File: config.mk
export PLATFORM = sky130hd
export DESIGN_NAME = ham74_dec
export DESIGN_NICKNAME = d
export VERILOG_FILES = /design/src/rtl/ham74_pkg.sv /design/src/rtl/ham74_sat_cnt.sv /design/src/rtl/ham74_dec.sv
export SDC_FILE = /design/constraint.sdc
export NUM_CORES = 1
export LEC_CHECK = 0
export CORE_MARGIN = 8
export CORE_UTILIZATION = 49
export CTS_CLUSTER_DIAMETER = 30
export DETAILED_ROUTE_END_ITERATION = 16
export GPL_TIMING_DRIVEN = 0
export PLACE_DENSITY = 0.79
export SLEW_MARGIN = 20
export SYNTH_ARGS = -nofsm -noshare
export SYNTH_HDL_FRONTEND = slang
export SYNTH_SLANG_ARGS = --single-unit
File: constraint.sdc
create_clock -name clk -period 1.97 [get_ports clk]
set_input_delay 0.197 -clock clk [delete_from_list [all_inputs] [get_ports clk]]
set_output_delay 0.197 -clock clk [all_outputs]
set_load 0.03 [all_outputs]
File: src/rtl/ham74_pkg.sv
// Shared Hamming(7,4) definitions: codeword layout, syndrome, correction and
// the encode helper, used by both the encoder and the decoder.
package ham74_pkg;

    localparam int CW_W  = 7;
    localparam int D_W   = 4;
    localparam int SYN_W = 3;

    // Bit index of each Hamming position (index i is position i+1)
    localparam int P1 = 0;
    localparam int P2 = 1;
    localparam int D0 = 2;
    localparam int P4 = 3;
    localparam int D1 = 4;
    localparam int D2 = 5;
    localparam int D3 = 6;

    // One decoded word as it leaves the corrector
    typedef struct packed {
        logic [D_W-1:0]   data;
        logic [SYN_W-1:0] syn;
        logic             corr;
    } ham74_res_t;

    // Syndrome {s4,s2,s1}: the erroneous position number, or 0 when clean
    function automatic logic [SYN_W-1:0] ham74_syn(input logic [CW_W-1:0] cw);
        logic s1, s2, s4;
        s1 = cw[P1] ^ cw[D0] ^ cw[D1] ^ cw[D3];
        s2 = cw[P2] ^ cw[D0] ^ cw[D2] ^ cw[D3];
        s4 = cw[P4] ^ cw[D1] ^ cw[D2] ^ cw[D3];
        return {s4, s2, s1};
    endfunction

    // Flip the single bit named by a nonzero syndrome
    function automatic logic [CW_W-1:0] ham74_fix(input logic [CW_W-1:0]  cw,
                                                  input logic [SYN_W-1:0] syn);
        logic [CW_W-1:0] flip;
        for (int i = 0; i < CW_W; i++) begin
            flip[i] = (syn == SYN_W'(i + 1));
        end
        return cw ^ flip;
    endfunction

    // Pull the data nibble d[3:0] out of a codeword
    function automatic logic [D_W-1:0] ham74_data(input logic [CW_W-1:0] cw);
        return {cw[D3], cw[D2], cw[D1], cw[D0]};
    endfunction

    // Full decode of a codeword whose syndrome is already known
    function automatic ham74_res_t ham74_decode(input logic [CW_W-1:0]  cw,
                                                input logic [SYN_W-1:0] syn);
        ham74_res_t res;
        res.data = ham74_data(ham74_fix(cw, syn));
        res.syn  = syn;
        res.corr = |syn;
        return res;
    endfunction

    // Encoder side: place data and the three parity bits
    function automatic logic [CW_W-1:0] ham74_enc(input logic [D_W-1:0] d);
        logic [CW_W-1:0] cw;
        cw[D0] = d[0];
        cw[D1] = d[1];
        cw[D2] = d[2];
        cw[D3] = d[3];
        cw[P1] = d[0] ^ d[1] ^ d[3];
        cw[P2] = d[0] ^ d[2] ^ d[3];
        cw[P4] = d[1] ^ d[2] ^ d[3];
        return cw;
    endfunction

endpackage

File: src/rtl/ham74_sat_cnt.sv
// Saturating event counter with synchronous clear; clear beats increment.
module ham74_sat_cnt
    import ham74_pkg::*;
#(
    parameter int CNT_W = 8
) (
    input  logic             clk,
    input  logic             rst_n,
    input  logic             inc_i,
    input  logic             clr_i,
    output logic [CNT_W-1:0] cnt_o
);

    logic [CNT_W-1:0] cnt_q;
    logic [CNT_W-1:0] cnt_d;

    // Next count: clear first, otherwise step unless already at all-ones
    always_comb begin
        cnt_d = cnt_q;
        if (clr_i) begin
            cnt_d = '0;
        end else if (inc_i && (cnt_q != '1)) begin
            cnt_d = cnt_q + CNT_W'(1);
        end
    end

    // Count register
    always_ff @(posedge clk or negedge rst_n) begin
        if (!rst_n) begin
            cnt_q <= '0;
        end else begin
            cnt_q <= cnt_d;
        end
    end

    assign cnt_o = cnt_q;

endmodule

File: src/rtl/ham74_dec.sv
// Streaming Hamming(7,4) decoder: syndrome in stage A, correction in stage B,
// valid/ready flow control on both sides, saturating link-quality counters.
module ham74_dec
    import ham74_pkg::*;
#(
    parameter int CNT_W = 8
) (
    input  logic             clk,
    input  logic             rst_n,
    input  logic             in_valid,
    output logic             in_ready,
    input  logic [CW_W-1:0]  in_cw,
    output logic             out_valid,
    input  logic             out_ready,
    output logic [D_W-1:0]   out_data,
    output logic [SYN_W-1:0] out_syn,
    output logic             out_corr,
    input  logic             cnt_clr,
    output logic [CNT_W-1:0] word_cnt,
    output logic [CNT_W-1:0] corr_cnt
);

    logic             aValid_q,   aValid_d;
    logic [CW_W-1:0]  aCw_q,      aCw_d;
    logic [SYN_W-1:0] aSyn_q,     aSyn_d;
    logic             outValid_q, outValid_d;
    logic [D_W-1:0]   outData_q,  outData_d;
    logic [SYN_W-1:0] outSyn_q,   outSyn_d;
    logic             outCorr_q,  outCorr_d;

    logic       advB;
    logic       enA;
    logic       outHs;
    ham74_res_t aRes;

    // Pipeline advance: B moves when empty or drained, A moves when B makes room
    always_comb begin
        advB  = !outValid_q || out_ready;
        enA   = !aValid_q || advB;
        outHs = outValid_q && out_ready;
        aRes  = ham74_decode(aCw_q, aSyn_q);
    end

    // Next-state for both stages; each stage holds unless allowed to advance
    always_comb begin
        aValid_d   = aValid_q;
        aCw_d      = aCw_q;
        aSyn_d     = aSyn_q;
        outValid_d = outValid_q;
        outData_d  = outData_q;
        outSyn_d   = outSyn_q;
        outCorr_d  = outCorr_q;
        if (enA) begin
            aValid_d = in_valid;
            aCw_d    = in_cw;
            aSyn_d   = ham74_syn(in_cw);
        end
        if (advB) begin
            outValid_d = aValid_q;
            outData_d  = aRes.data;
            outSyn_d   = aRes.syn;
            outCorr_d  = aRes.corr;
        end
    end

    // Pipeline registers; reset discards anything in flight
    always_ff @(posedge clk or negedge rst_n) begin
        if (!rst_n) begin
            aValid_q   <= 1'b0;
            aCw_q      <= '0;
            aSyn_q     <= '0;
            outValid_q <= 1'b0;
            outData_q  <= '0;
            outSyn_q   <= '0;
            outCorr_q  <= 1'b0;
        end else begin
            aValid_q   <= aValid_d;
            aCw_q      <= aCw_d;
            aSyn_q     <= aSyn_d;
            outValid_q <= outValid_d;
            outData_q  <= outData_d;
            outSyn_q   <= outSyn_d;
            outCorr_q  <= outCorr_d;
        end
    end

    assign in_ready  = enA;
    assign out_valid = outValid_q;
    assign out_data  = outData_q;
    assign out_syn   = outSyn_q;
    assign out_corr  = outCorr_q;

    // Delivered words; the handshake gate keeps idle-cycle X away from counts
    ham74_sat_cnt #(.CNT_W(CNT_W)) uWordCnt (
        .clk   (clk),
        .rst_n (rst_n),
        .inc_i (outHs),
        .clr_i (cnt_clr),
        .cnt_o (word_cnt)
    );

    ham74_sat_cnt #(.CNT_W(CNT_W)) uCorrCnt (
        .clk   (clk),
        .rst_n (rst_n),
        .inc_i (outHs && outCorr_q),
        .clr_i (cnt_clr),
        .cnt_o (corr_cnt)
    );

endmodule
## Yosys cells after proc, flatten, opt, wreduce, memory -nomap -nowiden

Index checks and enable logic that the tools add are counted.

| storage, ports and cells | value |
|---|---|
| register bits after elaboration | 36 |
| input port bits | 12 |
| output and inout port bits | 26 |
| word-level logic and storage cells | 45 |

| operators by class | value |
|---|---|
| $add $sub $neg | 2 |
| equality and inequality tests | 9 |
| multiplexer cells | 4 |
| bitwise gates (word level) | 10 |
| reductions and logical operators | 11 |

Operator list:

| kind | count |
|---|---|
| 8-bit two-way mux | 4 |
| 8-bit by 1-bit adder with 8-bit output, second input constant | 2 |
| 8-bit != test, second input constant | 2 |
| 3-bit equality test, second input constant | 4 |
| 1-bit XOR | 9 |
| 7-bit XOR | 1 |
| 3-bit by 2-bit equality test with 1-bit output, second input constant | 2 |
| 1-bit logical AND | 4 |
| 2-bit nonzero test | 2 |
| 3-bit by 1-bit equality test with 1-bit output, second input constant | 1 |
| 3-bit OR reduction | 1 |
| 1-bit zero test | 2 |
| 1-bit logical OR | 2 |

## Longest topological paths before layout

Gate-level depths: netlist of run 1.

| logic depth | value |
|---|---|
| depth in word-level cells | 5 |
| gate-level depth with buffers | 6 |
| gate-level depth less buffers | 5 |

## By module

A second synthesis of run 1 with hierarchy kept.

| unflattened totals | value |
|---|---|
| cell total of the unflattened synthesis | 163 |
| area total of the unflattened synthesis | 1716.6 um^2 |

Modules (own cells, without submodules):

| module | instances | cells an instance | area an instance (um^2) | seq. area each (um^2) |
|---|---|---|---|---|
| ham74_sat_cnt | 2 | 49 | 464.2 | 200.2 |
| ham74_dec | 1 | 65 | 788.3 | 425.4 |

## Worst setup path before layout of run 1

Ideal clock, no wire load.

| timing | value |
|---|---|
| path kind | reg-to-reg |
| start | reg uWordCnt.cnt_q[0] (netlist: uWordCnt.cnt_o[0]) |
| end | reg uWordCnt.cnt_q[5] (netlist: uWordCnt.cnt_o[5]) |
| library setup time | 0.078 ns |
| arrival time | 1.607 ns |
| required time | 1.892 ns |
| setup slack | 0.284 ns |
| stages on the path, launching flop included | 6 |
| path buffers | 0 |
| clock period less this slack | 1.686 ns |
| cells stage by stage | dfrtp_1 -> ha_1 -> nand3_1 -> o21ai_1 -> or4_1 -> a21oi_1 |

| between the ends | value |
|---|---|
| longest elaborated chain between the ends | 3 |
| elaborated cells on any way between the ends | 6 |
| those cells by class | add/sub (1); eq/ne (1); mux (2); reduce/logical (2) |

RTL lines:

| what | RTL line | text |
|---|---|---|
| start, declared | ham74_sat_cnt.sv:14 | `logic [CNT_W-1:0] cnt_q;` |
| start signal, assigned | ham74_sat_cnt.sv:32 | `cnt_q <= cnt_d;` |
| 8-bit by 1-bit adder with 8-bit output / 8-bit != test (equally long branches) | ham74_sat_cnt.sv:23, ham74_sat_cnt.sv:22 |  |
| 8-bit two-way mux / 1-bit logical AND (equally long branches) | ham74_sat_cnt.sv:22 | `end else if (inc_i && (cnt_q != '1)) begin` |
| 8-bit two-way mux / 2-bit nonzero test (equally long branches) | - |  |

Parallel ways exist; a longest one is shown, timed or not. The select of a mux whose other input is x is not followed.
A chain may end at the register's enable or synchronous reset.

## Worst setup path in the final report of run 1

| timing | value |
|---|---|
| start | reg outValid_q (netlist: out_valid) |
| end | out in_ready |

| between the ends | value |
|---|---|
| longest elaborated chain between the ends | 3 |

RTL lines:

| what | RTL line | text |
|---|---|---|
| start, declared | ham74_dec.sv:26 | `logic outValid_q, outValid_d;` |
| start signal, assigned | ham74_dec.sv:80 | `outValid_q <= outValid_d;` |
| 1-bit zero test | ham74_dec.sv:38 | `advB = !outValid_q \|\| out_ready;` |
| 1-bit logical OR | ham74_dec.sv:38 |  |
| 1-bit logical OR | ham74_dec.sv:39 | `enA = !aValid_q \|\| advB;` |
| end, declared | ham74_dec.sv:11 | `output logic in_ready,` |

Every way passes these cells.

==> results of run 1 <==
==> power groups by stage <==
stage / sequential, mW / clock, mW / combinational [mW]
after global routing: 0.836 / 0.478 / 0.471
final: 0.823 / 0.443 / 0.437
after global placement: 0.835 / 0 / 0.434
after floorplan: 0.933 / 0 / 0.152
after detailed placement: 0.837 / 0 / 0.442
after CTS: 0.824 / 0.452 / 0.446
==> metal layers <==
layer	part of all wire	GRT usage
met5	0	0
met4	0.017	0.0844
met3	0.071	0.0490
met2	0.51	0.239
met1	0.41	0.143
==> worst max path at each step <==
stage | end | slack [ns] | cells past startpoint
after floorplan | uWordCnt.cnt_o[5]$_DFFE_PN0P_ | 0.28 | 5
after global routing | in_ready | 0.07 | 5
after detailed placement | in_ready | -0.26 | 6
after CTS | in_ready | 0.02 | 5
after global placement | in_ready | -0.26 | 6
final | in_ready | 0.14 | 5
==> registers in the layout, indices dropped and copies added (netlist names) <==
| signal | cells |
|---|---|
| out_syn | 3 |
| out_data | 4 |
| uWordCnt.cnt_o | 8 |
| uCorrCnt.cnt_o | 8 |
| aCw_q | 4 |
| aSyn_q | 3 |
| out_corr | 1 |
| out_valid | 1 |
| aValid_q | 1 |
==> placed cells by master (no fill, tap or decap), types with 2 or more instances in the layout <==
cell / netlist / layout
a21oi_1: 11 / 11
and3_1: 4 / 4
and4_1: 5 / 5
buf_2: 2 / 3
clkbuf_1: 3 / 3
clkbuf_4: 0 / 5
clkbuf_8: 0 / 2
clkdlybuf4s50_1: 0 / 34
dfrtp_1: 33 / 33
ha_1: 2 / 2
inv_1: 2 / 2
mux2_2: 7 / 7
mux2i_1: 3 / 3
nand2_1: 14 / 14
nand3_1: 6 / 6
nand4_1: 2 / 2
nor2_1: 15 / 15
nor3_1: 5 / 5
o21ai_0: 8 / 8
o21ai_1: 2 / 2
o31ai_1: 3 / 3
or4_1: 2 / 2
xnor2_1: 7 / 7
xor2_1: 8 / 8
==> cell families after synthesis <==
family / share of synthesized area
AOI/OAI and AO/OA: 0.0989
xor gates and xnor gates: 0.0818
adders and majority gates: 0.0156
buffers and inverters: 0.0179
DFF: 0.514
muxes: 0.0678
and+or+nand+nor: 0.204
==> final cells by class <==
cell class | instances | area [sq um]
Multi-Input combinational cell | 117 | 752
Clock inverter | 1 | 5.00
Buffer | 5 | 23.8
Sequential cell | 33 | 826
Timing Repair Buffer | 37 | 360
Tap cell | 44 | 55.1
Fill cell | 264 | 983
Clock buffer | 7 | 65.1
Inverter | 2 | 7.51
==> stage by stage <==
step / TNS [ns] / util / total power, mW / cell area [sq um] / setup slack [ns]
floorplan: 0 / - / 1.08 / 1610 / 0.284
global placement: -0.259 / 0.657 / 1.27 / 2020 / -0.259
detailed placement: -0.255 / 0.655 / 1.28 / 2020 / -0.255
CTS: 0 / 0.682 / 1.72 / 2100 / 0.0220
global route: 0 / 0.680 / 1.78 / 2090 / 0.0663
finish: 0 / 0.680 / 1.70 / 2090 / 0.142
==> what timing repair did <==
action,4_1_cts,5_1_grt
gates resized for setup,5,1
hold buffers,1,0
hold endpoints to repair,33,0
endpoints found under the setup margin,1,1
gates cloned,0,0
==> impl_metrics.env, run 1 <==
export IMPL_critPathSlowestCell="dfrtp_1"
export IMPL_switching_share=0.319
export IMPL_grt_max_degree=34
export IMPL_cts_tree="done"
export IMPL_std_cell_rows=20
export IMPL_synthArstFlopShare=1.00
export IMPL_cts_buffers_inserted=5
export IMPL_hold_violations=0
export IMPL_cp_slowest_stage_delay_ns=0.44
export IMPL_dieArea_sq_um=5370
export IMPL_rr_endpoint="uWordCnt.cnt_o[5]$_DFFE_PN0P_"
export IMPL_coreArea_sq_um=3080
export IMPL_io_buffers=36
export IMPL_first_global_vias=1307
export IMPL_slew_violations=0
export IMPL_leakagePower_nw=0.874
export IMPL_endpoint_kind="output pin"
export IMPL_vias_per_cell=5.36
export IMPL_grt_ovfl_total=0
export IMPL_placed_cells=237
export IMPL_finalNonFillerCells=246
export IMPL_crit_top_cell="buf_2"
export IMPL_drcViolationCount=0
export IMPL_synth_edf_count=0
export IMPL_fp_dieW_um=73.3
export IMPL_p_sw_mw=0.543
export IMPL_maxCapViolCount=0
export IMPL_worst_hold_slack_ns=0.224
export IMPL_syn2layout_area_growth_pct=30.4
export IMPL_syn_area_per_cell_sq_um=10.2
export IMPL_finalSetupViolations=0
export IMPL_clk_pin_slew_ns=0.10
export IMPL_drive_above_1_share=0.114
export IMPL_syn_area_sq_um=1610
export IMPL_worstHoldPathType="in2reg"
export IMPL_yosysTopAreaCell="dfrtp_1"
export IMPL_seq_area_frac_synth=0.514
export IMPL_synthTopCellsByArea="dfrtp_1 (51%), mux2_2 (4.9%), xor2_1 (4.4%), xnor2_1 (3.8%), nor2_1 (3.5%)"
export IMPL_avgRoutedWirePerCell_um=13.9
export IMPL_dpl_hpwl_mm=2.59
export IMPL_r2r_cells=5
export IMPL_synth_most_common_cell="dfrtp_1"
export IMPL_peakVddDrop_v=0.000510
export IMPL_worst_path_max_fanout=10
export IMPL_grt_pass1_wl_mm=5.81
export IMPL_cp_cell_sequence="nor2b_1 -> buf_2 -> nand2_1 -> buf_4 -> buf_2"
export IMPL_cp_buffers_inverters=3
export IMPL_internal_power_mw=1.16
export IMPL_clock_root_buffer="clkbuf_4"
export IMPL_htreeDepth=2
export IMPL_die_h_um=73.3
export IMPL_drt_first_pass_iters=4
export IMPL_yosys_warnings=0
export IMPL_critical_path_required_ns=1.77
export IMPL_cts_sinks=33
export IMPL_power_frac_comb=0.256
export IMPL_worstPathArrival_ns=1.63
export IMPL_max_slew_worst_pin_slew_ns=0.704
export IMPL_pin_count=38
export IMPL_pwr_share_seq=0.483
export IMPL_p_clk_frac=0.260
export IMPL_antenna_cells=0
export IMPL_rsz0062_at_grt="false"
export IMPL_min_path_cells=2
export IMPL_max_slew_margin_rel=0.531
export IMPL_r2r_slack_ns=0.30
export IMPL_fmax_mhz=547
export IMPL_hp_start="cnt_clr"
export IMPL_min_period_over_period=0.928
export IMPL_yosysUniqueCellTypes=34
export IMPL_r2r_start="uWordCnt.cnt_o[0]$_DFFE_PN0P_"
export IMPL_num_vias=1319
export IMPL_synthFlopType="dfrtp_1"
export IMPL_synth_top_area_frac=0.514
export IMPL_gp_congestion=0.852
export IMPL_clock_skew_ns=0.00926
export IMPL_period_needed_ns=1.83
export IMPL_clockBufferDepth=2
export IMPL_synth_nets=171
export IMPL_clk_latency_ns=0.35
export IMPL_fin_nets=215
export IMPL_cp_start_kind="register"
export IMPL_postRouteAntennaNets=0
export IMPL_crit_type="reg2out"
export IMPL_ys_ff_latch=33
export IMPL_track_usage=0.140
export IMPL_postCtsSetupRepairBufs=0
export IMPL_syn_inst=157
export IMPL_cp_top_family="buffers and inverters"
export IMPL_yosys_top_cells_count="dfrtp_1 (33), nor2_1 (15), nand2_1 (14)"
export IMPL_worstSetupStartpoint="out_valid$_DFFE_PN0P_"
export IMPL_status="finished clean"
export IMPL_detail_route_iter0_violations=83
export IMPL_drt_wl_total_mm=3.42
export IMPL_antenna_found_initial=0
export IMPL_powerDensity_nw_per_um2=813
export IMPL_start_util=0.522
export IMPL_whs_endpoint="uCorrCnt.cnt_o[6]$_DFFE_PN0P_"
Power figures use the tool's default switching activity.
==> inputs of run 2 (changes only) <==
--- a/config.mk
+++ b/config.mk
@@ -5,6 +5,7 @@
 export SDC_FILE = /design/constraint.sdc
 export NUM_CORES = 1
 export LEC_CHECK = 0
+export CAP_MARGIN = 20
 export CORE_MARGIN = 8
 export CORE_UTILIZATION = 49
 export CTS_CLUSTER_DIAMETER = 30
==> results of run 2 <==
Same layout as run 1: the final DEF is identical, and so are final timing and power.
